$ cat src/rtl/mul_seq.sv
// Sequential shift-and-add unsigned multiplier sharing the pipeline ALU adder.
// Produces the low WIDTH bits of src1_i * src2_i after exactly WIDTH RUN cycles.
module mul_seq #(
  parameter int unsigned WIDTH   = 32,
  parameter logic [3:0]  ALU_ADD = 4'b0010
) (
  input  logic             clk_i,
  input  logic             rst_i,
  input  logic             start_i,
  input  logic             flush_i,
  input  logic [WIDTH-1:0] src1_i,
  input  logic [WIDTH-1:0] src2_i,
  output logic             busy_o,
  output logic             stall_o,
  output logic             done_o,
  output logic [WIDTH-1:0] result_o,
  output logic [3:0]       ALU_operation_o
);

  localparam int unsigned CNT_W = (WIDTH > 1) ? $clog2(WIDTH) : 1;
  localparam logic [CNT_W-1:0] CNT_LAST = CNT_W'(WIDTH - 1);

  typedef enum logic [1:0] {
    IDLE = 2'd0,
    RUN  = 2'd1,
    DONE = 2'd2
  } state_e;

  state_e            state_q, state_d;
  logic [WIDTH-1:0]  acc_q, acc_d;
  logic [WIDTH-1:0]  mcand_q, mcand_d;
  logic [WIDTH-1:0]  mplier_q, mplier_d;
  logic [CNT_W-1:0]  cnt_q, cnt_d;
  logic [WIDTH-1:0]  result_q, result_d;
  logic              accept_c;
  logic [WIDTH-1:0]  acc_sum_c;

  // A new request is only taken when no flush accompanies it.
  assign accept_c  = start_i & ~flush_i;
  // Partial-product accumulation; carries past WIDTH are dropped.
  assign acc_sum_c = acc_q + (mplier_q[0] ? mcand_q : '0);

  // State and datapath registers.
  always_ff @(posedge clk_i or negedge rst_i) begin
    if (!rst_i) begin
      state_q  <= IDLE;
      acc_q    <= '0;
      mcand_q  <= '0;
      mplier_q <= '0;
      cnt_q    <= '0;
      result_q <= '0;
    end else begin
      state_q  <= state_d;
      acc_q    <= acc_d;
      mcand_q  <= mcand_d;
      mplier_q <= mplier_d;
      cnt_q    <= cnt_d;
      result_q <= result_d;
    end
  end

  // Next-state and datapath update: accept, iterate WIDTH times, publish result.
  always_comb begin
    state_d  = state_q;
    acc_d    = acc_q;
    mcand_d  = mcand_q;
    mplier_d = mplier_q;
    cnt_d    = cnt_q;
    result_d = result_q;
    case (state_q)
      IDLE, DONE: begin
        if (accept_c) begin
          mcand_d  = src1_i;
          mplier_d = src2_i;
          acc_d    = '0;
          cnt_d    = '0;
          state_d  = RUN;
        end else begin
          state_d  = IDLE;
        end
      end
      RUN: begin
        if (flush_i) begin
          state_d = IDLE;
        end else begin
          acc_d    = acc_sum_c;
          mcand_d  = mcand_q << 1;
          mplier_d = mplier_q >> 1;
          cnt_d    = cnt_q + CNT_W'(1);
          if (cnt_q == CNT_LAST) begin
            result_d = acc_sum_c;
            state_d  = DONE;
          end
        end
      end
      default: state_d = IDLE;
    endcase
  end

  // Status outputs decode the state register; stall is held low while in reset.
  assign busy_o          = (state_q == RUN);
  assign done_o          = (state_q == DONE);
  assign result_o        = result_q;
  assign ALU_operation_o = (state_q == RUN) ? ALU_ADD : 4'b0000;
  assign stall_o         = rst_i & ((state_q == RUN) | accept_c);

endmodule

$ cat config.mk
export PLATFORM = sky130hd
export DESIGN_NAME = mul_seq
export DESIGN_NICKNAME = d
export VERILOG_FILES = /design/src/rtl/mul_seq.sv
export SDC_FILE = /design/constraint.sdc
export NUM_CORES = 1
export LEC_CHECK = 0
export CAP_MARGIN = 20
export CORE_MARGIN = 4
export CORE_UTILIZATION = 30
export CTS_CLUSTER_SIZE = 40
export DETAILED_ROUTE_END_ITERATION = 10
export SYNTH_ARGS = -nofsm -noshare
export SYNTH_HDL_FRONTEND = slang
export SYNTH_SLANG_ARGS = --single-unit
$ cat constraint.sdc
create_clock -name clk_i -period 3.1 [get_ports clk_i]
set_input_delay 0.62 -clock clk_i [delete_from_list [all_inputs] [get_ports clk_i]]
set_output_delay 0.62 -clock clk_i [all_outputs]
set_load 0.03 [all_outputs]
==> reports/results.ini, run 1 <==
[sta]
finClkSkew_ns = 0.00929
worst_slew_pin_slew_ns = 0.725
max_freq_ghz = 0.340
final_critical_path_setup_slack_ns = 0.158
final.setup.tns_ns = 0
maxSlewViolCount = 0
final_min_period_over_clock_period_pct = 94.9
slew-limit-headroom_pct = 51.6
setup_repair_after_global_routing_missed_its_margin = no
period_minus_slack_ns = 2.94
report.final.hold_viol_count = 0
finalSetupViolations = 0

[cts]
cts_root_buffer = clkbuf_16
clock_sinks = 135
clkLatencyLatePin_ns = 0.42
tritoncts.num_buffers = 17
cts_max_level = 4
clockBufferDepth = 2
cts-hold-fix-buffers = 0
clock_tree_from_tritoncts = yes
clk_transition_reported_paths_ns = 0.06

[place]
port_buffers = 103
place.detailed.instances = 1192
gp_congestion = 0.862
dpl-instance-area_um2 = 8700
post-place-ws_ns = 0.0761
dpl.hpwl_um = 13600

[critical_path]
critical_path.startpoint = mplier_q[0]
path_cells = buf_4 -> and2_1 -> ha_1 -> a21oi_1 -> nand2_1 -> o21ai_0 -> a21oi_4 -> a211oi_2 -> o21ai_1 -> xor2_1 -> a22o_1
reg2reg_slack_ns = 0.16
worst_ep_arrival_time_ns = 3.25
critical_path.reg2reg.startpoint = mplier_q[0]
critical_path_peak_fanout = 20
startpoint_type = flop
critical-path-top-delay-family = compound AO/OA/AOI/OAI gates
cpMaxStageDelayCell = o21ai_0
worstSetupPathType = reg -> reg
required_ns = 3.41
critPathBufInv = 1
max_stage_delay_ns = 0.52
critical_path.endpoint_type = flop

[yosys]
synthDistinctLibCells = 59
post_synth_top_flop = dfrtp_1
mappedNetlistArea_um2 = 7290
synth_area_per_cell_um2 = 9.14
synth_top_area_share_pct = 46.3
synth_largest_area_cell = dfrtp_1
syn_inst = 798
synth_async_reset_ratio_pct = 100
synth.yosys.warnings = 0
yosysSeqAreaShare_pct = 46.3
synth.ff_latch_count = 135
synth-edff-count = 0
synth_top_cells_by_area = dfrtp_1 (46%), nand2_1 (11%), ha_1 (5.7%)

[route]
drt_iter0_markers = 291
finalWirelength_um = 19000
route.detailed.vias_per_inst = 4.83
drt-wirelength-per-cell_um = 15.5
routed-via-count = 5914
count_of_antenna_violating_nets_left_after_detailed_routing = 0
route.detailed.drc = 0
firstDrtPassIters = 5

[floorplan]
floorplan.die.height_um = 164
die_w_um = 164
design.die.area_um2 = 26900
initial_core_util_pct = 30.8
core.rowCount = 56
core_area_um2 = 23700
design.portCount = 107

[grt]
antenna_found_initial = 1
maximum_number_of_pins_on_one_net_before_global_route_repair = 91
grt_pass1_vias = 6202
wire_length_of_the_first_global_routing_pass_um = 31500
globalRouteOverflowTotal = 0
grt_usage_pct = 14.7

[finish]
num-nets-final = 995
post_route_cells_drive_above_1_share_pct = 8.94
diodes = 0
final_std_cell_area_no_fill_um2 = 9310
finalNonFillerCells = 1225
synthToLayoutAreaGrowth_pct = 27.7

[pwr]
max-vdd-ir-drop_uv = 340
powerDensity_nw_per_um2 = 642
static-leakage-power_uw = 0.00431
total_power_uw = 5980

[status]
status = finished, final reports clean

[worst_hold_path]
worst_hold_path_type = in -> async

[flow_run]
drv.max_cap_violation_count = 0

## Yosys cell counts (5+ instances only)
cell / number
ha_1: 33
clkbuf_1: 36
o21ai_0: 75
a21o_1: 19
nand2_1: 205
dfrtp_1: 135
nor2_1: 18
mux2i_1: 9
and2_1: 33
inv_1: 9
xor2_1: 12
a22o_1: 5
nand2b_1: 9
nand4_1: 6
nor3_1: 5
o21ai_1: 10
a21oi_1: 25
nand3_1: 5
o21bai_1: 7
a22oi_1: 53
xnor2_1: 16
## timing repair
item	CTS	global route
buffers inserted	0	1
resized for setup	0	6
endpoints found under the hold margin	0	0
endpoints found under the setup margin	0	23
## placed cells by master, fill, tap and decap left out, types with 5 or more instances in the layout
cell type and instances:
nor3_1 5, o21ai_1 9, inv_6 5, a21o_1 19, nand2b_1 9, xnor2_1 16
a21oi_1 24, o21ai_0 75, nand2_1 204, a22oi_1 53, mux2i_1 9, nor2_1 15
dfrtp_1 135, ha_1 33, clkbuf_16 17, buf_4 20, inv_1 9, o21bai_1 7
and2_1 33, a22o_1 5, nand4_1 6, clkdlybuf4s50_1 101, xor2_1 12
## final cells by class
class,instances,area [µm²]
well taps,319,399
clock buffers,19,433
multi-input cells,607,3730
repair buffers,123,1190
inverters,9,33.8
clock inverters,13,144
fillers,2391,14400
flip-flops and latches,135,3380
## cell families after synthesis
group / share of synthesized area [%]
flops: 46.3
buf+inv: 3.36
fa+ha+maj: 5.94
other cells: 0.0514
compound gates: 21.3
simple gates: 18.2
xor+xnor: 3.36
mux: 1.54
## registers in the layout, indices dropped and copies added, names as in the netlist
register / count
cnt_q: 5
mplier_q: 32
result_o: 32
state_q: 2
acc_q: 32
mcand_q: 32
## path summary, 6_finish.rpt
kind,to,cells past startpoint
worst max-delay path,acc_q[27],11
max in group asynchronous,acc_q[17],2
worst min-delay path,mplier_q[29],1
worst max register to register,acc_q[27],11
worst min register to register,result_o[17],2
min in group clk_i,result_o[17],2
## worst reg2reg max path, cell delays in order, from the launching register on
cell and delay [ns]:
dfrtp_1 0.40, buf_4 0.20, and2_1 0.17, ha_1 0.35
a21oi_1 0.22, nand2_1 0.11, o21ai_0 0.52, a21oi_4 0.10
a211oi_2 0.28, o21ai_1 0.13, xor2_1 0.17, a22o_1 0.19
## metrics by stage
step,hold WS (ns),utilization [%]
floorplan,0.324,-
global placement,0.459,36.7
detailed placement,0.463,36.7
CTS,0.0559,39.2
global route,0.0709,39.3
finish,0.0593,39.3
## power breakdown
part	internal, µW	total [µW]	switching [µW]
clock network	1190	2020	823
registers	2110	2350	237
logic	670	1610	945
## routing by layer
layer	vias to the layer above	routed length [µm]	track usage, %
met5	-	13	0
met4	2	248	3.89
met3	21	1530	4.92
met2	131	8660	23.6
met1	2788	8560	19.1
li1	2972	-	-
Note: power is estimated with default switching activity, not from simulation.
==> run 2, diff against run 1 <==
--- a/config.mk
+++ b/config.mk
@@ -13,3 +13,4 @@
 export SYNTH_ARGS = -nofsm -noshare
 export SYNTH_HDL_FRONTEND = slang
 export SYNTH_SLANG_ARGS = --single-unit
+export TNS_END_PERCENT = 1
==> reports/results.ini, run 2 (same netlist as run 1, synthesis figures left out) <==
[status]
status = finished, final reports clean

[worst_hold_path]
worst_hold_path_type = in -> async

[critical_path]
critical_path.endpoint_type = flop
worstSetupPathType = reg -> reg
max_stage_delay_ns = 0.52  ; about the same
critPathBufInv = 1  ; unchanged
cpMaxStageDelayCell = o21ai_0
path_cells = buf_4 -> and2_1 -> ha_1 -> a21oi_1 -> nand2_1 -> o21ai_0 -> a21oi_4 -> a211oi_2 -> o21ai_1 -> xor2_1 -> a22o_1
critical-path-top-delay-family = compound AO/OA/AOI/OAI gates
critical_path_peak_fanout = 20  ; unchanged
required_ns = 3.41  ; about the same
startpoint_type = flop
worst_ep_arrival_time_ns = 3.26  ; about the same

[grt]
wire_length_of_the_first_global_routing_pass_um = 31500  ; unchanged
globalRouteOverflowTotal = 0  ; unchanged
maximum_number_of_pins_on_one_net_before_global_route_repair = 91  ; unchanged
antenna_found_initial = 1  ; unchanged
grt_pass1_vias = 6202  ; unchanged
grt_usage_pct = 14.7  ; unchanged

[cts]
clockBufferDepth = 2  ; unchanged
buffers_inserted_by_post_cts_timing_repair = 0  ; unchanged
clock_sinks = 135  ; unchanged
clock_tree_from_tritoncts = yes
cts_root_buffer = clkbuf_16
tritoncts.num_buffers = 17  ; unchanged
clkLatencyLatePin_ns = 0.42  ; about the same
clk_transition_reported_paths_ns = 0.06  ; about the same
cts_max_level = 4  ; unchanged

[route]
route.detailed.drc = 0  ; unchanged
route.detailed.vias_per_inst = 4.86  ; +0.74%
finalWirelength_um = 19000  ; unchanged
count_of_antenna_violating_nets_left_after_detailed_routing = 0  ; unchanged
firstDrtPassIters = 4  ; -1
drt-wirelength-per-cell_um = 15.5  ; about the same
routed-via-count = 5953  ; +0.66%
drt_iter0_markers = 308  ; +5.8%

[sta]
slew-limit-headroom_pct = 51.6  ; -0.057 points
setup_repair_after_global_routing_missed_its_margin = yes
finClkSkew_ns = 0.00879  ; -0.000506 ns
maxSlewViolCount = 0  ; unchanged
max_freq_ghz = 0.339  ; -0.22%
finalSetupViolations = 0  ; unchanged
report.final.hold_viol_count = 0  ; unchanged
worst_slew_pin_slew_ns = 0.726  ; +0.000862 ns
holdWs_ns = 0.0580  ; -0.00131 ns
final_min_period_over_clock_period_pct = 95.1  ; +0.21 points
period_minus_slack_ns = 2.95  ; +0.00662 ns

[floorplan]
floorplan.die.height_um = 164  ; unchanged
design.die.area_um2 = 26900  ; unchanged
design.portCount = 107  ; unchanged
initial_core_util_pct = 30.8  ; unchanged
core_area_um2 = 23700  ; unchanged
core.rowCount = 56  ; unchanged
die_w_um = 164  ; unchanged

[finish]
synthToLayoutAreaGrowth_pct = 27.5
final.fill_count = 2394  ; +0.13%
final_cell_mix = nand2_1 (204), dfrtp_1 (135), clkdlybuf4s50_1 (101)
post_route_cells_drive_above_1_share_pct = 8.73  ; -0.21 points
leading_cell_type_in_the_layout_fill_and_taps_excluded = nand2_1
num-nets-final = 994  ; -0.10%
diodes = 0  ; unchanged
finalNonFillerCells = 1224  ; -0.082%

[place]
dpl.hpwl_um = 13600  ; unchanged
port_buffers = 103  ; unchanged
gp_congestion = 0.862  ; unchanged
place.detailed.instances = 1192  ; unchanged

[pwr]
powerDensity_nw_per_um2 = 642  ; about the same
static-leakage-power_uw = 0.00430  ; -0.11%
max-vdd-ir-drop_uv = 342  ; +0.41%

[flow_run]
drv.max_cap_violation_count = 0  ; unchanged

run 2: timing repair:
action / CTS / global route
hold buffers: 0 / 0
resized for setup: 0 / 5
setup endpoints to repair: 0 / 23
run 2: path summary, 6_finish.rpt:
path                                   start           end  slack (ns)  cells past startpoint
worst max-delay path             mplier_q[0]     acc_q[27]        0.15                     11
min in group clk_i              result_o[17]  result_o[17]        0.47                      2
worst min-delay path                   rst_i  mplier_q[29]        0.06                      1
worst min register to register  result_o[17]  result_o[17]        0.47                      2
max in group asynchronous              rst_i   mcand_q[18]        2.01                      2
worst max register to register   mplier_q[0]     acc_q[27]        0.15                     11
run 2: through the flow:
step	worst slack, ns	utilization (%)	instance area, µm²	total power (µW)	TNS [ns]
3_5_place_dp	0.0761	36.7	8700	3990	0
2_1_floorplan	0.140	-	7300	3470	0
4_1_cts	0.0685	39.2	9280	6040	0
5_1_grt	-0.00359	39.3	9300	6390	-0.00359
3_3_place_gp	0.155	36.7	8700	3960	0
6_report	0.151	39.3	9300	5970	0
run 2: cell type report:
class	count	area [µm²]	share of cell area, %
inverter	9	33.8	0.363
multi-input combinational	607	3730	40.1
timing repair buffer	122	1180	12.7
clock buffer	19	433	4.65
sequential	135	3380	36.3
tap	319	399	4.29
clock inverter	13	144	1.55
run 2: worst register-to-register path, delay by kind of cell (launching register included):
kind	cells	cell delay, ns
xor+xnor	1	0.17
simple gates	2	0.28
compound gates	6	1.45
flops	1	0.40
buf+inv	1	0.20
fa+ha+maj	1	0.35
run 2: per-layer routing:
metal  routed length (µm)  GRT usage [%]
met4                  248           3.89
met1                 8750           19.1
met5                   13              0
met3                 1350           4.92
met2                 8660           23.6
run 2: power by group:
part	switching (µW)	internal [µW]
logic	944	668
registers	238	2110
clock network	817	1190
total	2000	3970
==> run 3, diff against run 2 <==
--- a/config.mk
+++ b/config.mk
@@ -5,6 +5,7 @@
 export SDC_FILE = /design/constraint.sdc
 export NUM_CORES = 1
 export LEC_CHECK = 0
+export ABC_AREA = 1
 export CAP_MARGIN = 20
 export CORE_MARGIN = 4
 export CORE_UTILIZATION = 30
==> constraint.sdc (replaced) <==
create_clock -name clk_i -period 2.4 [get_ports clk_i]
set_input_delay 0.48 -clock clk_i [delete_from_list [all_inputs] [get_ports clk_i]]
set_output_delay 0.48 -clock clk_i [all_outputs]
set_load 0.03 [all_outputs]
==> reports/results.ini, run 3 <==
[status]
status = finished, final reports clean

[cts]
cts-hold-fix-buffers = 0  ; unchanged
buffers_inserted_by_post_cts_timing_repair = 0  ; unchanged
cts_root_buffer = clkbuf_16
tritoncts.num_buffers = 17  ; unchanged
clk_transition_reported_paths_ns = 0.06  ; about the same
cts_resized = 0  ; unchanged
clock_sinks = 135  ; unchanged
clkLatencyLatePin_ns = 0.43  ; about the same
clock_tree_from_tritoncts = yes
cts_max_level = 4  ; unchanged
clockBufferDepth = 2  ; unchanged

[finish]
post_route_cells_drive_above_1_share_pct = 7.41  ; -1.3 points
num-nets-final = 1330  ; +34%
post-route-util_pct = 38.9  ; -0.42 points
final_std_cell_area_no_fill_um2 = 10200  ; +9.8%
leading_cell_type_in_the_layout_fill_and_taps_excluded = nand2_1
synthToLayoutAreaGrowth_pct = 26.7
diodes = 0  ; unchanged
final_cell_mix = nand2_1 (489), inv_1 (146), dfrtp_1 (134)

[flow_run]
drv.max_cap_violation_count = 0  ; unchanged

[grt]
maximum_number_of_pins_on_one_net_before_global_route_repair = 136  ; +49%
grt_usage_pct = 15.9  ; +1.2 points
antenna_found_initial = 0  ; -1
globalRouteOverflowTotal = 0  ; unchanged
wire_length_of_the_first_global_routing_pass_um = 37400  ; +19%
grt_pass1_vias = 7191  ; +16%

[route]
drt-wirelength-per-cell_um = 14.5  ; -6.9%
count_of_antenna_violating_nets_left_after_detailed_routing = 0  ; unchanged
route.detailed.vias_per_inst = 4.61  ; -5.2%
drt_iter0_markers = 466  ; +51%
firstDrtPassIters = 5  ; +1
route.detailed.drc = 0  ; unchanged
routed-via-count = 7264  ; +22%
finalWirelength_um = 22800  ; +20%

[place]
dpl.hpwl_um = 16500  ; +22%
port_buffers = 103  ; unchanged
post-place-ws_ns = 0.106  ; +0.0297 ns
dpl-instance-area_um2 = 9500  ; +9.2%
gp_congestion = 0.874  ; +1.3%

[sta]
final_critical_path_setup_slack_ns = 0.145  ; -0.00624 ns
report.final.hold_viol_count = 0  ; unchanged
setup_repair_after_global_routing_missed_its_margin = yes
maxSlewViolCount = 0  ; unchanged
final_min_period_over_clock_period_pct = 94.0
slew-limit-headroom_pct = 48.8  ; -2.8 points
finClkSkew_ns = 0.0116  ; +0.00282 ns
period_minus_slack_ns = 2.25
max_freq_ghz = 0.443
finalSetupViolations = 0  ; unchanged
worst_slew_pin_slew_ns = 0.768  ; +0.0420 ns

[yosys]
netlist_top_cells_count = nand2_1 (490), inv_1 (146), dfrtp_1 (135), nand3_1 (65), a22oi_1 (51)
syn_inst = 1128  ; +41%
synth_top_cells_by_area = dfrtp_1 (42%), nand2_1 (23%), inv_1 (6.8%)
synth.most_common_cell = nand2_1
synth-edff-count = 0  ; unchanged
synth_async_reset_ratio_pct = 100  ; unchanged
synth_area_per_cell_um2 = 7.15  ; -22%
mappedNetlistArea_um2 = 8060  ; +11%
synth.ff_latch_count = 135  ; unchanged
post_synth_top_flop = dfrtp_1
yosysSeqAreaShare_pct = 41.9  ; -4.4 points
synth_top_area_share_pct = 41.9  ; -4.4 points
synth.yosys.warnings = 0  ; unchanged
synthDistinctLibCells = 38  ; -36%
synth_largest_area_cell = dfrtp_1

[pwr]
powerDensity_nw_per_um2 = 819  ; +28%
power.internal_uw = 5470  ; +38%
static-leakage-power_uw = 0.00559  ; +30%
switchingPower_uw = 2890  ; +45%
power.share.sequential_pct = 37.0  ; -2.3 points
max-vdd-ir-drop_uv = 492  ; +44%
clock_power_share_pct = 34.3  ; +0.6 points
combPwrFrac_pct = 28.7  ; +1.7 points
switching_share_of_power_pct = 34.6  ; +1.1 points

[critical_path]
critical_path.reg2reg.startpoint = mplier_q[0]
path_cells = inv_1 -> nor2_1 -> clkdlybuf4s50_1
critical_path.endpoint_type = output port
max_stage_delay_ns = 0.71  ; +0.19 ns
worstSetupPathType = reg -> out
required_ns = 1.92  ; -1.49 ns
reg2reg_slack_ns = 0.17  ; +0.02 ns
worstReg2RegEnd = result_o[24]
startpoint_type = flop
critical_path_peak_fanout = 2  ; -90%
worst_ep_arrival_time_ns = 1.77  ; -1.49 ns
r2r_cells = 12  ; +1
cpMaxStageDelayCell = clkdlybuf4s50_1

[floorplan]
design.die.area_um2 = 29600  ; +10%
initial_core_util_pct = 30.7  ; -0.13 points
core.rowCount = 59  ; +5.4%
design.portCount = 107  ; unchanged
floorplan.die.height_um = 172  ; +4.9%
core_area_um2 = 26300  ; +11%
die_w_um = 172  ; +4.9%

[worst_hold_path]
worst_hold_path_type = in -> async

-- run 3: routing by layer --
metal / vias up / global-route usage [%] / routed length (µm)
met2: 158 / 25.8 / 10500
li1: 3737 / - / -
met4: 0 / 4.92 / 395
met3: 23 / 3.82 / 1320
met1: 3346 / 21.0 / 10600
met5: - / 0 / 0
-- run 3: metrics by stage --
stage / hold WS, ns / total power [µW] / std cells / setup TNS (ns)
after floorplan: 0.184 / 4690 / 1130 / 0
after global placement: 0.465 / 5460 / 1544 / 0
after detailed placement: 0.466 / 5480 / 1544 / 0
after CTS: 0.206 / 8400 / 1576 / 0
after global routing: 0.250 / 8930 / 1576 / -0.0289
final: 0.157 / 8360 / 1576 / 0
-- run 3: how the worst max path moves through the flow --
stage                start            to  cells after the start
2_1_floorplan  mplier_q[0]     acc_q[28]                     14
3_3_place_gp   mplier_q[0]  result_o[27]                     13
3_5_place_dp   mplier_q[0]  result_o[24]                     12
4_1_cts        mplier_q[0]  result_o[24]                     12
5_1_grt        mplier_q[0]  result_o[27]                     13
6_report        state_q[1]        done_o                      3
-- run 3: final cells by class --
type                    count  area, µm²
clock buffers              19        443
clock inverters            13        194
fillers                  2739      16100
inverters                 152        573
multi-input cells         803       3970
flip-flops and latches    135       3380
well taps                 335        419
repair buffers            119       1230
-- run 3: logic make-up (layout without fill, tap and decap cells) --
family	after synthesis	in the layout	share of synthesized area [%]
AOI/OAI and AO/OA	115	115	9.17
xor gates and xnor gates	15	15	1.63
other	1	3	0.0465
DFF	135	135	41.9
adders and majority gates	34	34	5.37
and+or+nand+nor	636	636	32.1
buffers and inverters	192	303	9.78
-- run 3: critical path: cells and delay by family, from the launching register on --
kind          cells  cell delay, ns
buf+inv           2            0.77
simple gates      1            0.14
flops             1            0.44
-- run 3: power groups by stage --
stage                     logic [µW]  registers [µW]  clock network, µW
after CTS                       2380            3090               2930
after detailed placement        2370            3110                  0
after floorplan                 1690            3000                  0
after global routing            2750            3150               3030
after global placement          2340            3120                  0
final                           2400            3100               2860
